[src/rtl/mux_nto1_stream.sv]
// N-input stream multiplexer with a one-entry registered output stage.
// The grant is either a fixed select (mode 0) or a round-robin scan
// starting at ptr (mode 1). Input to output latency is one cycle.
module mux_nto1_stream #(
  parameter int unsigned  WIDTH = 32,
  parameter int unsigned  N     = 4,
  localparam int unsigned SEL_W = (N > 1) ? $clog2(N) : 1
) (
  input  logic               clk,
  input  logic               rst_n,
  input  logic [N*WIDTH-1:0] in_data,
  input  logic [N-1:0]       in_valid,
  output logic [N-1:0]       in_ready,
  input  logic               mode,
  input  logic [SEL_W-1:0]   sel,
  output logic [WIDTH-1:0]   out_data,
  output logic [SEL_W-1:0]   out_src,
  output logic               out_valid,
  input  logic               out_ready
);

  logic [WIDTH-1:0] out_data_q, out_data_d;
  logic [SEL_W-1:0] out_src_q, out_src_d;
  logic             out_valid_q, out_valid_d;
  logic [SEL_W-1:0] ptr_q, ptr_d;

  logic             can_accept;
  logic             grant_vld;
  logic [SEL_W-1:0] grant_idx;
  logic             xfer;
  logic [WIDTH-1:0] grant_word;
  int unsigned      cand;
  logic [N-1:0]     cand_bits;

  assign can_accept = !out_valid_q || out_ready;

  // Grant selection: fixed index or first valid channel scanning from ptr with wrap.
  always_comb begin
    grant_vld = 1'b0;
    grant_idx = '0;
    cand      = 0;
    cand_bits = '0;
    if (!mode) begin
      // Out-of-range select grants nothing.
      if (32'(sel) < N) begin
        grant_vld = 1'b1;
        grant_idx = sel;
      end
    end else begin
      for (int unsigned k = 0; k < N; k++) begin
        cand = 32'(ptr_q) + k;
        if (cand >= N) cand = cand - N;
        cand_bits = in_valid >> cand;
        if (!grant_vld && cand_bits[0]) begin
          grant_vld = 1'b1;
          grant_idx = SEL_W'(cand);
        end
      end
    end
  end

  // Ready is one-hot on the granted channel, gated by output register space.
  always_comb begin
    in_ready = '0;
    if (grant_vld && can_accept) in_ready = N'(1) << grant_idx;
  end

  assign xfer       = |(in_valid & in_ready);
  assign grant_word = WIDTH'(in_data >> (32'(grant_idx) * WIDTH));

  // Next state of the output register and round-robin pointer.
  always_comb begin
    out_data_d  = out_data_q;
    out_src_d   = out_src_q;
    out_valid_d = out_valid_q;
    ptr_d       = ptr_q;
    if (xfer) begin
      out_data_d  = grant_word;
      out_src_d   = grant_idx;
      out_valid_d = 1'b1;
      if (mode) begin
        ptr_d = (32'(grant_idx) == N - 1) ? '0 : grant_idx + SEL_W'(1);
      end
    end else if (out_ready) begin
      out_valid_d = 1'b0;
    end
  end

  // State registers with asynchronous active-low reset.
  always_ff @(posedge clk or negedge rst_n) begin
    if (!rst_n) begin
      out_data_q  <= '0;
      out_src_q   <= '0;
      out_valid_q <= 1'b0;
      ptr_q       <= '0;
    end else begin
      out_data_q  <= out_data_d;
      out_src_q   <= out_src_d;
      out_valid_q <= out_valid_d;
      ptr_q       <= ptr_d;
    end
  end

  assign out_data  = out_data_q;
  assign out_src   = out_src_q;
  assign out_valid = out_valid_q;

endmodule

[config.mk]
export PLATFORM = sky130hd
export DESIGN_NAME = mux_nto1_stream
export DESIGN_NICKNAME = d
export VERILOG_FILES = /design/src/rtl/mux_nto1_stream.sv
export SDC_FILE = /design/constraint.sdc
export NUM_CORES = 1
export LEC_CHECK = 0
export ABC_AREA = 1
export ABC_CLOCK_PERIOD_IN_PS = 2800
export CAP_MARGIN = 20
export CELL_PAD_IN_SITES_DETAIL_PLACEMENT = 0
export CELL_PAD_IN_SITES_GLOBAL_PLACEMENT = 1
export CORE_MARGIN = 3
export CORE_UTILIZATION = 22
export CTS_CLUSTER_DIAMETER = 30
export DETAILED_ROUTE_END_ITERATION = 8
export PLACE_DENSITY = 0.85
export SYNTH_ARGS = -nofsm -noshare
export SYNTH_HDL_FRONTEND = slang
export SYNTH_SLANG_ARGS = --single-unit
[constraint.sdc]
create_clock -name clk -period 2.8 [get_ports clk]
set_clock_uncertainty 0.1 [all_clocks]
set_input_delay 0.56 -clock clk [delete_from_list [all_inputs] [get_ports clk]]
set_output_delay 0.56 -clock clk [all_outputs]
set_load 0.01 [all_outputs]
After elaboration in Yosys (flattened, before gate mapping)

Cells that the tools add are included.

Add/sub/neg operators: 8
$lt $le $gt $ge: 4
Equality and inequality tests: 1
Shift operators: 6
Mux-type cells: 25
Bitwise logic cells: 1
Reductions and logical operators: 12

Operators by type and width:

| operator              | number |
|---|---|
| $mux W32              | 8 |
| $shr A128 B7 Y32      | 1 |
| $shr A4 B32 Y1        | 4 |
| $mux W2               | 6 |
| $sub A3 B3 Y4 const B | 3 |
| $mux W1               | 10 |
| $ge A3 B3 Y1 const B  | 3 |
| $add A2 B2 Y3 const B | 2 |
| $and A4 B4 Y4         | 1 |
| $logic_and A1 B1 Y1   | 4 |
| $logic_not A1 Y1      | 4 |
| $mux W4               | 1 |
| $reduce_or A4 Y1      | 1 |
| $shl A1 B2 Y4 const A | 1 |
| $sub A2 B3 Y4 const B | 1 |
| $add A2 B1 Y3 const B | 1 |
| $ge A2 B3 Y1 const B  | 1 |
| $add A2 B1 Y2 const B | 1 |
| $eq A2 B2 Y1 const B  | 1 |
| $reduce_and A2 Y1     | 1 |
| $reduce_bool A2 Y1    | 1 |
| $logic_or A1 B1 Y1    | 1 |

Flip-flop bits (word level): 37
Output and inout port bits: 39

Longest topological paths before layout

Word-level depth: 23
Gate-level depth with buffers: 22
Mapped depth without buffers: 19

Least setup slack after synthesis

No wires, ideal clock.

Path kind: reg2reg
Start: register ptr_q[0]
End: register out_data_q[0], in the netlist out_data[0]
Library setup time: 0.065 ns
Data arrival time: 2.976 ns
Required time: 2.635 ns
Slack: -0.341 ns
Stages on the path, launching flop included: 23
Buffers on the path: 3
Clock period less this slack: 3.141 ns
Cells stage by stage: dfrtp_1 -> inv_2 -> ha_1 -> inv_1 -> nand3_1 -> nand3_2 -> nor2_1 -> nor2_1 -> nand2_1 -> nand2_1 -> nand2_4 -> buf_4 -> buf_2 -> ha_1 -> inv_1 -> nor2_1 -> nand2_1 -> nand2_4 -> inv_2 -> nand3_4 -> buf_4 -> nand2_1 -> nand2_1

Word-level cells in the longest chain between the ends: 22

Ends and longest elaborated chain:

| what                                                 | RTL line | text |
|---|---|---|
| from (decl)                                          | 25       | `logic [SEL_W-1:0] ptr_q, ptr_d;` |
| from (signal assigned)                               | 100      | `ptr_q <= ptr_d;` |
| $sub A2 B3 Y4 or $ge A2 B3 Y1 (tied branches)        | 52       | `if (cand >= N) cand = cand - N;` |
| $mux W32                                             | 52       |  |
| $mux W32                                             | 43       | `if (!mode) begin` |
| $shr A4 B32 Y1                                       | 53       | `cand_bits = in_valid >> cand;` |
| $mux W1                                              | 54       | `if (!grant_vld && cand_bits[0]) begin` |
| $mux W1                                              | 43       |  |
| $logic_not A1 Y1                                     | 54       |  |
| $logic_and A1 B1 Y1                                  | 54       |  |
| [... 7 more ...]                                     | --       |  |
| $logic_and A1 B1 Y1                                  | 54       |  |
| $mux W2 or $mux W1 (tied branches)                   | 54       |  |
| $mux W2 or $mux W1 (tied branches)                   | 43       |  |
| $shl A1 B2 Y4 or $logic_and A1 B1 Y1 (tied branches) | 65       | `if (grant_vld && can_accept) in_ready = N'(1) << grant_idx;` |
| $mux W4 *                                            | 65       |  |
| net in_ready[3]                                      | 13       | `output logic [N-1:0] in_ready,` |
| $and A4 B4 Y4 *                                      | 68       | `assign xfer = \|(in_valid & in_ready);` |
| $reduce_or A4 Y1 *                                   | 68       |  |
| to (signal assigned)                                 | 97       | `out_data_q <= out_data_d;` |
| to (decl)                                            | 22       | `logic [WIDTH-1:0] out_data_q, out_data_d;` |

The timed path passes the listed nets; every way through them passes the cells marked *. The select of a mux whose other input is x is not followed.
A chain may end at the register's enable or synchronous reset.

Final worst setup path

Start: register ptr_q[0]
End: output port in_ready[3]

Word-level cells in the longest chain between the ends: 20

Ends and longest elaborated chain:

| what                                                 | RTL line |
|---|---|
| $sub A2 B3 Y4 or $ge A2 B3 Y1 (tied branches)        | 52 |
| $mux W32                                             | 52 |
| $mux W32                                             | 43 |
| $shr A4 B32 Y1                                       | 53 |
| $mux W1                                              | 54 |
| $mux W1                                              | 43 |
| $logic_not A1 Y1                                     | 54 |
| $logic_and A1 B1 Y1                                  | 54 |
| [... 4 more ...]                                     | -- |
| $mux W1                                              | 54 |
| $mux W1                                              | 43 |
| $logic_not A1 Y1                                     | 54 |
| $logic_and A1 B1 Y1                                  | 54 |
| $mux W2 or $mux W1 (tied branches)                   | 54 |
| $mux W2 or $mux W1 (tied branches)                   | 43 |
| $shl A1 B2 Y4 or $logic_and A1 B1 Y1 (tied branches) | 65 |
| $mux W4 *                                            | 65 |
| to (decl)                                            | 13 |

Mark *: on every way between the ends. The rest lies on a longest branch, timed or not. The select of a mux whose other input is x is not followed.

==> flow_metrics.py <==
metrics = {
    "cts": {
        "insertion_delay_ns": 0.27,
        "clk_pin_slew_worst_paths_ns": 0.06,
        "clockRootBuffer": "clkbuf_16",
        "cts_tree": "yes",
        "htree_levels": 2,
        "clock-sinks": 37,
        "cts_hold_buf": 0,
        "clockBufferDepth": 2,
        "numCtsBuffers": 5,
    },
    "grt": {
        "antenna_found_initial": 0,
        "grt_pass1_vias": 3623,
        "grt-ovfl-total": 0,
        "grt_pass1_wl_um": 18190,
        "grt_max_degree": 38,
        "grt_usage": 0.1553,
    },
    "sta": {
        "clock.fmax_mhz": 351.1,
        "slew_headroom": 0.4399,
        "worst_slack_ns": -0.04832,
        "fin_crit_ns": 2.848,
        "min_period_over_period": 1.017,
        "tightest_slew_ns": 0.8401,
        "hold_viol_final": 0,
        "grt_setup_unrepaired": "true",
        "setup_viol": 1,
        "slew_viol_final": 0,
    },
    "logic_synthesis": {
        "yosysSeqAreaShare": 0.3213,
        "syn_area_per_cell_um2": 6.389,
        "synth_fp_nets": 595,
        "synthesis.area_um2": 2882,
        "yosys_warnings": 0,
        "netlist_instances": 451,
        "synth.distinct_cells": 28,
        "yosysTopAreaCell": "dfrtp_1",
        "synth.area.top_cells": "dfrtp_1 (32%), nand2_1 (24%), nand3_1 (7.6%)",
        "synth_top_area_share": 0.3213,
        "synth-seq-cells": 37,
    },
    "power_and_ir_drop": {
        "p_total_mw": 6.330,
        "power_density_nw_per_um2": 1111,
        "p_leak_nw": 2.679,
        "ir_drop_mv": 0.4123,
    },
    "cells_and_area": {
        "area_growth_pct": 97.66,
        "nFillCells": 1330,
        "layout_common_cells": "clkdlybuf4s50_1 (167), nand2_1 (125), nand2_2 (51), inv_1 (42), nand3_1 (36)",
        "instances_no_fill": 825,
        "num_antenna_cells": 0,
        "seqCellArea_um2": 928.4,
        "multiInputGateArea_um2": 2002,
        "drive_above_1_share": 0.2496,
        "final_common_cell": "clkdlybuf4s50_1",
        "final_area_um2": 5695,
        "nets": 797,
    },
    "worst_setup_path": {
        "critPathArrivalTime_ns": 2.19,
        "cp_data_required_time_ns": 2.14,
        "crit_chain": "buf_4, ha_1, nand2_1, nand2_1, nor2_2, nand4_1, nand2_2, nor2_4, nor2_8, ha_4, inv_2, nor2_2, buf_2",
        "endpoint_kind": "primary output",
        "slowest_delay_ns": 0.44,
        "crit_path_max_fanout": 4,
        "startpoint_type": "register",
        "worst-setup-path-type": "register to primary output",
        "critPathSlowestCell": "dfrtp_2",
    },
    "status": {
        "violations": "setup timing",
        "status": "finished, violations left",
    },
    "floorplan": {
        "initial_core_util": 0.2265,
        "dieArea_um2": 14510,
        "design.core.area_um2": 12720,
        "dieWidth_um": 120.4,
        "io-pin-count": 177,
        "std_cell_rows": 41,
        "die_h_um": 120.4,
    },
    "placed_design": {
        "placedCellCount": 808,
        "io_buffer_count": 176,
        "place_area_um2": 5049,
        "place.gp.congestion": 0.9087,
        "hpwlAfterDp_um": 8605,
        "preCtsSetupSlack_ns": -0.6248,
    },
    "run": {
        "drv_cap": 0,
    },
    "detailed_routing": {
        "drt_iter0_drc": 95,
        "vias": 3634,
        "antenna_violating_nets_post_route": 0,
        "routedWlPerCell_um": 14.92,
        "drc": 0,
        "drt-total-wl_um": 12310,
        "dr.pass1.iters": 6,
        "routed_via_density": 4.405,
    },
    "min_path": {
        "hold_path_class": "input pin to async pin",
    },
}
path summary, 6_finish.rpt:
path | start | end | slack [ns] | depth (start not counted)
max in group asynchronous | rst_n | ptr_q[0] | 1.73 | 1
max | ptr_q[0] | in_ready[3] | -0.05 | 13
min reg2reg | out_data[11] | out_data[11] | 0.37 | 2
min in group clk | out_data[11] | out_data[11] | 0.37 | 2
max reg2reg | ptr_q[0] | out_src[1] | 0 | 20
min | rst_n | out_data[17] | 0.29 | 1
power by group:
group          internal (mW)  total, mW  leakage [nW]  switching [mW]
Sequential             0.814      0.999         0.458           0.185
Combinational           2.20       4.77          2.15            2.57
Clock                  0.349      0.558        0.0690           0.209
Total                   3.36       6.33          2.68            2.97
through the flow:
stage | hold WS (ns) | TNS, ns | util
after floorplan | 0.1644 | 0 | -
after CTS | 0.3225 | -0.09139 | 0.4122
after global placement | 0.3606 | -17.07 | 0.3968
after detailed placement | 0.3649 | -20.90 | 0.3968
after global routing | 0.3606 | -4.786 | 0.4477
final | 0.2855 | -0.04832 | 0.4477
timing repair:
item,4_1_cts,5_1_grt
endpoints found under the hold margin,0,0
endpoints found under the setup margin,41,41
buffers inserted,0,3
resized for setup,36,94
pin swaps,8,52
cloned,1,6
metal layers:
| metal | track usage | up-vias | routed length [um] |
|---|---|---|---|
| met5 | 0 | - | 0 |
| met4 | 0.02691 | 0 | 106 |
| met3 | 0.03695 | 10 | 747 |
| met2 | 0.2843 | 115 | 6326 |
| met1 | 0.1864 | 1677 | 5133 |
| li1 | - | 1832 | - |
logic make-up (layout without fill, tap and decap cells):
| logic type | after synthesis | in the layout | share of synthesized area |
|---|---|---|---|
| flops | 37 | 37 | 0.3213 |
| fa+ha+maj | 6 | 6 | 0.02605 |
| compound gates | 71 | 71 | 0.1268 |
| simple gates | 265 | 266 | 0.4173 |
| buf+inv | 72 | 273 | 0.1086 |
critical path, delay by kind of cell, from the launching register on:
| family | cells | cell delay (ns) |
|---|---|---|
| flip-flops | 1 | 0.44 |
| AND/OR/NAND/NOR | 8 | 0.83 |
| adder cells (fa/ha/maj) | 2 | 0.33 |
| buffers and inverters | 3 | 0.32 |
flip-flops by register name (all words and copies together), names as in the netlist:
name,cells
out_data,32
out_src,2
ptr_q,2
out_valid,1
cell usage after synthesis:
cell / number
o21bai_1: 1
nor3_1: 3
nor2_2: 3
dfrtp_1: 37
o21ai_1: 2
nand4_2: 1
buf_2: 10
nor2_1: 10
nand2_4: 3
nand3_2: 3
ha_1: 6
o22ai_2: 1
buf_4: 6
nand4_1: 2
clkbuf_1: 4
buf_6: 1
o21ai_0: 34
buf_1: 1
nand2_2: 3
inv_2: 5
inv_1: 45
nand3_1: 44
nand4_4: 1
nand3_4: 1
nor2_8: 2
a21oi_1: 33
nand2_1: 187
nor2_4: 2
layout make-up:
class	instances	area share
inverter	50	0.03383
timing repair buffer	216	0.3882
tap	172	0.03779
clock inverter	1	0.001318
sequential	37	0.1630
multi-input combinational	343	0.3515
clock buffer	6	0.02438
Power figures use the tool's default switching activity.
